### src/rtl/fifo_pkg.sv
// Shared definitions for the multi-port FIFO: sizing helpers and default geometry.
package fifo_pkg;

    // Ceiling log2, usable in parameter expressions.
    function automatic int clog2(input int value);
        int r;
        int v;
        r = 0;
        v = value - 1;
        while (v > 0) begin
            r++;
            v = v >> 1;
        end
        return r;
    endfunction

    // True when value is a non-zero power of two.
    function automatic bit is_pow2(input int value);
        return (value > 0) && ((value & (value - 1)) == 0);
    endfunction

    localparam int  FIFO_SIZE_DEF     = 16;
    localparam bit  FIFO_SIZE_DEF_OK  = is_pow2(FIFO_SIZE_DEF);

endpackage

### src/rtl/fifo_mp_ptr.sv
// Wrap-bit pointer that advances by a variable step (0..PORTS) per cycle.
module fifo_mp_ptr #(
    parameter int PTR_W  = 5,
    parameter int STEP_W = 2
) (
    input  logic              clk,
    input  logic              rst,
    input  logic              flush,
    input  logic              en,
    input  logic [STEP_W-1:0] step,
    output logic [PTR_W-1:0]  ptr
);

    // Reset and flush both return the pointer to zero; otherwise advance on accept.
    always_ff @(posedge clk) begin
        if (rst || flush) begin
            ptr <= '0;
        end else if (en) begin
            ptr <= ptr + PTR_W'(step);
        end
    end

endmodule

### src/rtl/fifo_mp.sv
// Multi-port first-word-fall-through FIFO with all-or-nothing push/pop acceptance.
module fifo_mp
    import fifo_pkg::*;
#(
    parameter int FIFO_DATA_WIDTH = 32,
    parameter int FIFO_SIZE       = FIFO_SIZE_DEF,
    parameter int FIFO_SIZE_WIDTH = 4,
    parameter int WR_PORTS        = 2,
    parameter int RD_PORTS        = 2,
    parameter int PORT_CNT_WIDTH  = 2,
    parameter int AFULL_MARGIN    = 2
) (
    input  logic                                 clk,
    input  logic                                 rst,
    input  logic                                 flush_i,
    input  logic [PORT_CNT_WIDTH-1:0]            wr_cnt_i,
    input  logic [WR_PORTS*FIFO_DATA_WIDTH-1:0]  wdata_i,
    output logic                                 wr_acc_o,
    input  logic [PORT_CNT_WIDTH-1:0]            rd_cnt_i,
    output logic [RD_PORTS*FIFO_DATA_WIDTH-1:0]  rdata_o,
    output logic [RD_PORTS-1:0]                  rd_vld_o,
    output logic                                 rd_acc_o,
    output logic [FIFO_SIZE_WIDTH:0]             fifo_num_o,
    output logic                                 fifo_full_o,
    output logic                                 fifo_empty_o,
    output logic                                 almost_full_o
);

    localparam int PTR_W = FIFO_SIZE_WIDTH + 1;
    localparam int AW    = FIFO_SIZE_WIDTH;
    localparam int W     = FIFO_DATA_WIDTH;
    localparam logic [PTR_W-1:0] SIZE_P   = PTR_W'(FIFO_SIZE);
    localparam logic [PTR_W-1:0] MARGIN_P = PTR_W'(AFULL_MARGIN);

    localparam bit SIZE_OK = is_pow2(FIFO_SIZE) && FIFO_SIZE_DEF_OK
                             && (FIFO_SIZE_WIDTH == clog2(FIFO_SIZE))
                             && (FIFO_SIZE >= WR_PORTS) && (FIFO_SIZE >= RD_PORTS)
                             && ((1 << PORT_CNT_WIDTH) > WR_PORTS)
                             && ((1 << PORT_CNT_WIDTH) > RD_PORTS);

    if (!SIZE_OK) begin : g_bad_geometry
        $error("fifo_mp: FIFO_SIZE must be a power of two matching FIFO_SIZE_WIDTH and port counts");
    end

    logic [PTR_W-1:0] wr_ptr;
    logic [PTR_W-1:0] rd_ptr;
    logic [PTR_W-1:0] num;
    logic [PTR_W-1:0] free;
    logic [W-1:0]     mem [FIFO_SIZE];

    // Occupancy and acceptance come from start-of-cycle pointers only; a pop never frees
    // space for a push in the same cycle.
    always_comb begin
        num          = wr_ptr - rd_ptr;
        free         = SIZE_P - num;
        wr_acc_o     = (wr_cnt_i != '0) && (PTR_W'(wr_cnt_i) <= free) && !flush_i;
        rd_acc_o     = (rd_cnt_i != '0) && (PTR_W'(rd_cnt_i) <= num) && !flush_i;
        fifo_num_o   = num;
        fifo_full_o  = (num == SIZE_P);
        fifo_empty_o = (num == '0);
        almost_full_o = (free <= MARGIN_P);
    end

    fifo_mp_ptr #(.PTR_W(PTR_W), .STEP_W(PORT_CNT_WIDTH)) u_wr_ptr (
        .clk   (clk),
        .rst   (rst),
        .flush (flush_i),
        .en    (wr_acc_o),
        .step  (wr_cnt_i),
        .ptr   (wr_ptr)
    );

    fifo_mp_ptr #(.PTR_W(PTR_W), .STEP_W(PORT_CNT_WIDTH)) u_rd_ptr (
        .clk   (clk),
        .rst   (rst),
        .flush (flush_i),
        .en    (rd_acc_o),
        .step  (rd_cnt_i),
        .ptr   (rd_ptr)
    );

    // Storage write decoder: lanes below wr_cnt_i land at consecutive wrapped slots.
    always_ff @(posedge clk) begin
        if (rst) begin
            for (int i = 0; i < FIFO_SIZE; i++) begin
                mem[i] <= '0;
            end
        end else if (wr_acc_o) begin
            for (int j = 0; j < WR_PORTS; j++) begin
                if (PORT_CNT_WIDTH'(j) < wr_cnt_i) begin
                    mem[wr_ptr[AW-1:0] + AW'(j)] <= wdata_i[j*W +: W];
                end
            end
        end
    end

    // Fall-through read muxes: head entries always visible, lane 0 is oldest.
    always_comb begin
        rdata_o  = '0;
        rd_vld_o = '0;
        for (int k = 0; k < RD_PORTS; k++) begin
            rdata_o[k*W +: W] = mem[rd_ptr[AW-1:0] + AW'(k)];
            rd_vld_o[k]       = (PTR_W'(k) < num);
        end
    end

endmodule

### config.mk
export PLATFORM = sky130hd
export DESIGN_NAME = fifo_mp
export DESIGN_NICKNAME = d
export VERILOG_FILES = /design/src/rtl/fifo_pkg.sv /design/src/rtl/fifo_mp_ptr.sv /design/src/rtl/fifo_mp.sv
export SDC_FILE = /design/constraint.sdc
export NUM_CORES = 1
export LEC_CHECK = 0
export CAP_MARGIN = 40
export CORE_MARGIN = 2
export CORE_UTILIZATION = 60
export DETAILED_ROUTE_END_ITERATION = 16
export PLACE_DENSITY = 0.76
export SYNTH_ARGS = -nofsm -noshare
export SYNTH_HDL_FRONTEND = slang
export SYNTH_SLANG_ARGS = --single-unit
export TNS_END_PERCENT = 100
### constraint.sdc
create_clock -name clk -period 12.4 [get_ports clk]
set_clock_uncertainty 0.15 [all_clocks]
set_input_delay 2.48 -clock clk [delete_from_list [all_inputs] [get_ports clk]]
set_output_delay 2.48 -clock clk [all_outputs]
set_load 0.1 [all_outputs]
==> After elaboration in Yosys (flattened, before gate mapping) <==
Memory sizes are Yosys's and may differ from the RTL's. A register that Yosys moved wholly into a read port is not among the register bits.
Index checks and enable logic that the tools add are counted.
{ "totals": {"reg_bits": 10, "ramBits": 512, "in_bits": 71, "out_inout_bits": 76, "mem_count": 1} }
{ "op_classes": {"n_addsub": 6, "order_cmp": 7, "n_eq_ne": 1, "muxes": 18, "n_reduce_logical": 11} }
{ "memory_table": {"columns": ["memory", "depth", "word_bits", "rd", "rd_clocked_by_memory_dff", "wr", "line_no", "text"], "rows": [
  ["mem", 16, 32, 2, 1, 16, "fifo_mp.sv:49", "logic [W-1:0] mem [FIFO_SIZE];"]
]} }
{ "op_table": {"columns": ["op", "count"], "rows": [
  ["two-way mux 32 bit", 2],
  ["OR reduction 32 bit", 2],
  ["two-way mux 4 bit", 4],
  ["two-way mux 1 bit", 12],
  ["adder 5 x 2 -> 5 bit", 2],
  ["<= comparator 2 x 5 -> 1 bit", 2],
  ["less-than comparator 1 x 5 -> 1 bit, first input constant", 2],
  ["adder 4 x 1 -> 4 bit, second input constant", 2],
  ["== test 5 bit, second input constant", 1],
  ["<= comparator 5 x 2 -> 1 bit, second input constant", 1],
  ["zero test 5 bit", 1],
  ["subtractor 5 bit", 1],
  ["subtractor 5 bit, first input constant", 1],
  ["logical AND 1 bit", 4],
  ["less-than comparator 1 x 2 -> 1 bit, first input constant", 2],
  ["nonzero test 2 bit", 2],
  ["zero test 1 bit", 1],
  ["logical OR 1 bit", 1]
]} }

==> Longest topological paths before layout <==
{ "logic_depth": {"depth_word": 10, "depth_mapped": 19} }

==> Modules after synthesis <==
Synthesis repeated with hierarchy kept, for this count alone.
{ "unflattened": {"hier_cells": 2047, "area_unflattened_um2": 29064.1} }
{ "modules_own_cells": {"columns": ["module", "instances", "cells_each", "area_per_inst_um2", "seq_area_each_um2"], "rows": [
  ["fifo_mp", 1, 1995, 28551.1, 15374.7],
  ["fifo_mp_ptr", 2, 26, 256.5, 100.1]
]} }

==> Worst setup path after synthesis <==
Ideal clock, no wire load.
{ "synth_timing": {"kind": "register -> output", "startpoint": "register u_wr_ptr.ptr[0]", "endpoint": "output port almost_full_o", "arrival_ns": 5.313, "slack_ns": 4.457, "path_stages_with_launch": 14, "path_buffers": 1, "cell_sequence": "dfxtp_1 -> clkbuf_1 -> inv_1 -> ha_1 -> inv_1 -> fa_1 -> inv_1 -> ha_1 -> nand2_1 -> nor2_1 -> ha_1 -> nand2b_1 -> mux2_4 -> nor3_1"} }
{ "synth_between": {"elab_chain_len": 3} }
{ "synth_rtl": {"columns": ["item", "line_no", "text"], "rows": [
  ["start, declared", "fifo_mp_ptr.sv:11", "output logic [PTR_W-1:0] ptr"],
  ["start signal, assigned", "fifo_mp_ptr.sv:19", "ptr <= ptr + PTR_W'(step);"],
  ["subtractor 5 bit", "fifo_mp.sv:54", "num = wr_ptr - rd_ptr;"],
  ["named net fifo_num_o[1]", "fifo_mp.sv:23", "output logic [FIFO_SIZE_WIDTH:0] fifo_num_o,"],
  ["subtractor 5 bit", "fifo_mp.sv:55", "free = SIZE_P - num;"],
  ["<= comparator 5 x 2 -> 1 bit", "fifo_mp.sv:61", "almost_full_o = (free <= MARGIN_P);"],
  ["end, declared", "fifo_mp.sv:26", "output logic almost_full_o"]
]} }
The timed path passes the listed nets, and every way through them passes these cells.

==> Worst setup path in the final report <==
{ "layout_timing": {"startpoint": "input port wr_cnt_i[1]", "endpoint": "output port wr_acc_o"} }
{ "layout_between": {"elab_chain_len": 3, "elab_cells_between_ends": 4} }
{ "layout_rtl": {"columns": ["item", "line_no", "text"], "rows": [
  ["start, declared", "fifo_mp.sv:16", "input logic [PORT_CNT_WIDTH-1:0] wr_cnt_i,"],
  ["<= comparator 2 x 5 -> 1 bit or nonzero test 2 bit (tied branches)", "fifo_mp.sv:56", "wr_acc_o = (wr_cnt_i != '0) && (PTR_W'(wr_cnt_i) <= free) && !flush_i;"],
  ["logical AND 1 bit * (2 in a row)", "fifo_mp.sv:56", null],
  ["end, declared", "fifo_mp.sv:18", "output logic wr_acc_o,"]
]} }
Mark *: on every way between the ends. The rest lies on a longest branch, timed or not.

==> metrics.txt <==
Ports=~150; Root Buffer=clkbuf_16; Max Cap Viol=0; DR iter-0 viols=3636; slowest CP cell=nor2_1; Synth Warn #=0; NetSw=between 1 and 1.5 mW; CP Data Arrival Time=5.68 ns; post-route DRC violation count=0; post-synthesis cell area=about 0.028 mm2; Max Slew Vio Count=0; Final Hold Viols=0; # placed instances=2589; Slew @ Worst Pin=0.9903 ns; routability cong.=0.8755; antenna-violating nets left=0; PortBufs=between 100 and 150; Mapped Nets=about 2000; most frequent cell after synthesis=edfxtp_1; GRT Overall Usage=0.3609; Pre-antenna DRT Iters=8; Req. time, crit path=9.77 ns; top cell type's share of synthesized area=0.5432; leakage=10.67 nW; Final Net Count=around 2100; switching power share of the total=0.3004; Vias/cell=7.490; CTS tree=yes; Setup violations, final=0; Die W=221.2 um; Final Cycle Share=0.6703; post-synthesis register bit count=526; largest delay contributor family on the critical path=simple AND/OR/NAND/NOR gates; Setup TNS=0 ns; H-tree depth=2; slowest stage delay, CP=0.69 ns; vias post-DR=20120; PD cells=140.3 mW/mm2; worst skew pair latency=0.61 ns; RSZ-0062 raised after global routing=no; CP Cell Sequence=clkdlybuf4s50_1, ha_1, nor2b_1, o21ai_0, or2_1, nor2_1, nor2_1, clkdlybuf4s50_1, buf_8; Hold Crit Class=flip-flop to flip-flop; post-CTS resize count=0; postcts setup bufs=0; Clock power frac=0.325; register area share after synthesis=0.5531; largest area contributor in the netlist=edfxtp_1; RR Startpoint=u_wr_ptr.ptr[1]; largest net degree at the start of global routing=81; Fillers=2825; CTS buffer count=53; first-pass GRT wire length=130800 um; PnR Total Power=4.685 mW; Main synth FF type=edfxtp_1; Post-DP HPWL=approximately 51000 um; overall die height=221.2 um; maximum clock rate=120.3 MHz; Worst setup SP type=input pin; Synth area leaders=edfxtp_1 54%, mux4_2 25%, nor2_1 5.3%, o22ai_1 2.8%, a22oi_1 2.6%; non-filler instance count after layout=roughly 2700; Crit Path Max Fanout=8; P_int=3.278 mW; Final WS setup=4.088 ns; Gate Count Post-Synth=around 1900; CTS Hold Buffers Added=0; CTS Sinks=roughly 530; pre-CTS setup slack=4.122 ns; Syn Area/Cell=15.12 um2; area grow syn2layout=17.96%; Synth async-reset ratio=0; core area=0.04656 mm2; row cnt=79; Starting Density=0.6080; EDFF count, synth=512; critical path type=input pin to primary output; Distinct cells, synth=52; deepest clock path buffer count=3; Buf+Inv Stages, Crit Path=3; peak supply drop=103.2 uV; Die ar.=0.04893 mm2; status=finished clean; clock-pin transition on the worst setup and hold timing paths=approximately 0.060 ns; Final Critical Period=8.312 ns; layout cells sized above 1=0.2749; Crit. End Element=primary output; initial antenna violation count=2; total gr overflow=0; vias in the first global route=20980; Worst Hold Launch=u_rd_ptr.ptr[3]; crit path launch=wr_cnt_i[1]; Post-Route WL=approximately 88000 um; Comb pwr share=0.232; WL per Instance=roughly 33 um; Commonest cells post-synth=512 x edfxtp_1, 399 x nor2_1, 320 x mux4_2, 128 x o22ai_1, 99 x a22oi_1; post-layout util=0.7172; Sequential Power Share=0.443; relative slew slack=0.3398
## metrics by stage
stage          instance area, um2  hold slack [ns]
2_1_floorplan               28300           0.3040
4_1_cts                     33380           0.3387
3_5_place_dp                31790           0.3297
3_3_place_gp                30220           0.3166
5_1_grt                     33390           0.3704
6_report                    33390           0.3359
## logic make-up after synthesis
logic type      Yosys count  share of synthesized area
flops                   526                     0.5531
simple gates            519                    0.07228
buf+inv                 191                    0.03665
xor+xnor                  6                   0.003139
fa+ha+maj                20                   0.009637
mux                     329                     0.2580
compound gates          281                    0.06724
## final cells by class
class	instances	area (um2)	share of cell area
well taps	607	759.5	0.02275
inverters	20	75.07	0.002248
diodes	2	5.005	0.0001499
clock inverters	30	222.7	0.006670
flip-flops and latches	526	15670	0.4693
clock buffers	65	1371	0.04107
repair buffers	281	3373	0.1010
multi-input cells	1155	11910	0.3568
## power by group through the flow
stage,combinational [mW],sequential [mW],clock (mW)
after floorplan,0.687,2.09,0
after global placement,0.909,2.11,0
after CTS,1.08,2.07,1.52
final,1.09,2.08,1.52
after detailed placement,1.08,2.11,0
after global routing,1.12,2.08,1.59
## placed cells by master, fill, tap and decap left out, types with 7 or more instances in the layout
cell type	synthesis	layout
o22ai_1	128	128
mux2i_1	8	8
mux4_2	320	320
buf_16	0	17
clkinv_2	0	14
o21ai_4	0	14
buf_8	0	66
buf_4	5	47
ha_1	17	16
inv_1	20	20
clkbuf_16	0	53
clkbuf_1	59	12
nor2_1	399	396
nand3_1	7	7
clkinv_1	0	8
edfxtp_1	512	512
clkdlybuf4s50_1	0	146
dfxtp_1	14	9
a22oi_1	99	99
nand2_1	82	82
a21oi_1	10	10
## sequential cells by signal, indices dropped and copies added (netlist names), named ones only
| signal | flops |
|---|---|
| mem | 512 |
| u_rd_ptr.ptr | 5 |
| u_wr_ptr.ptr | 5 |
## layer usage
metal / routed length, um / track usage / vias to the layer above
li1: - / - / 7936
met1: 27350 / 0.4732 / 9931
met2: 42200 / 0.5786 / 1887
met3: 13380 / 0.09003 / 364
met4: 4578 / 0.1617 / 0
met5: 0 / 0 / -
## worst paths after layout
kind	endpoint	slack, ns	cells after the start
max	wr_acc_o	4.09	9
max reg2reg	mem[7][22]	6.26	15
min reg2reg	flip-flop	0.34	2
min	flip-flop	0.34	2
## worst min-delay path, stage by stage, from the launching register on
cell	delay, ns
dfxtp_1	0.31
nand2_1	0.05
mux2i_1	0.08
Power figures use the tool's default switching activity.
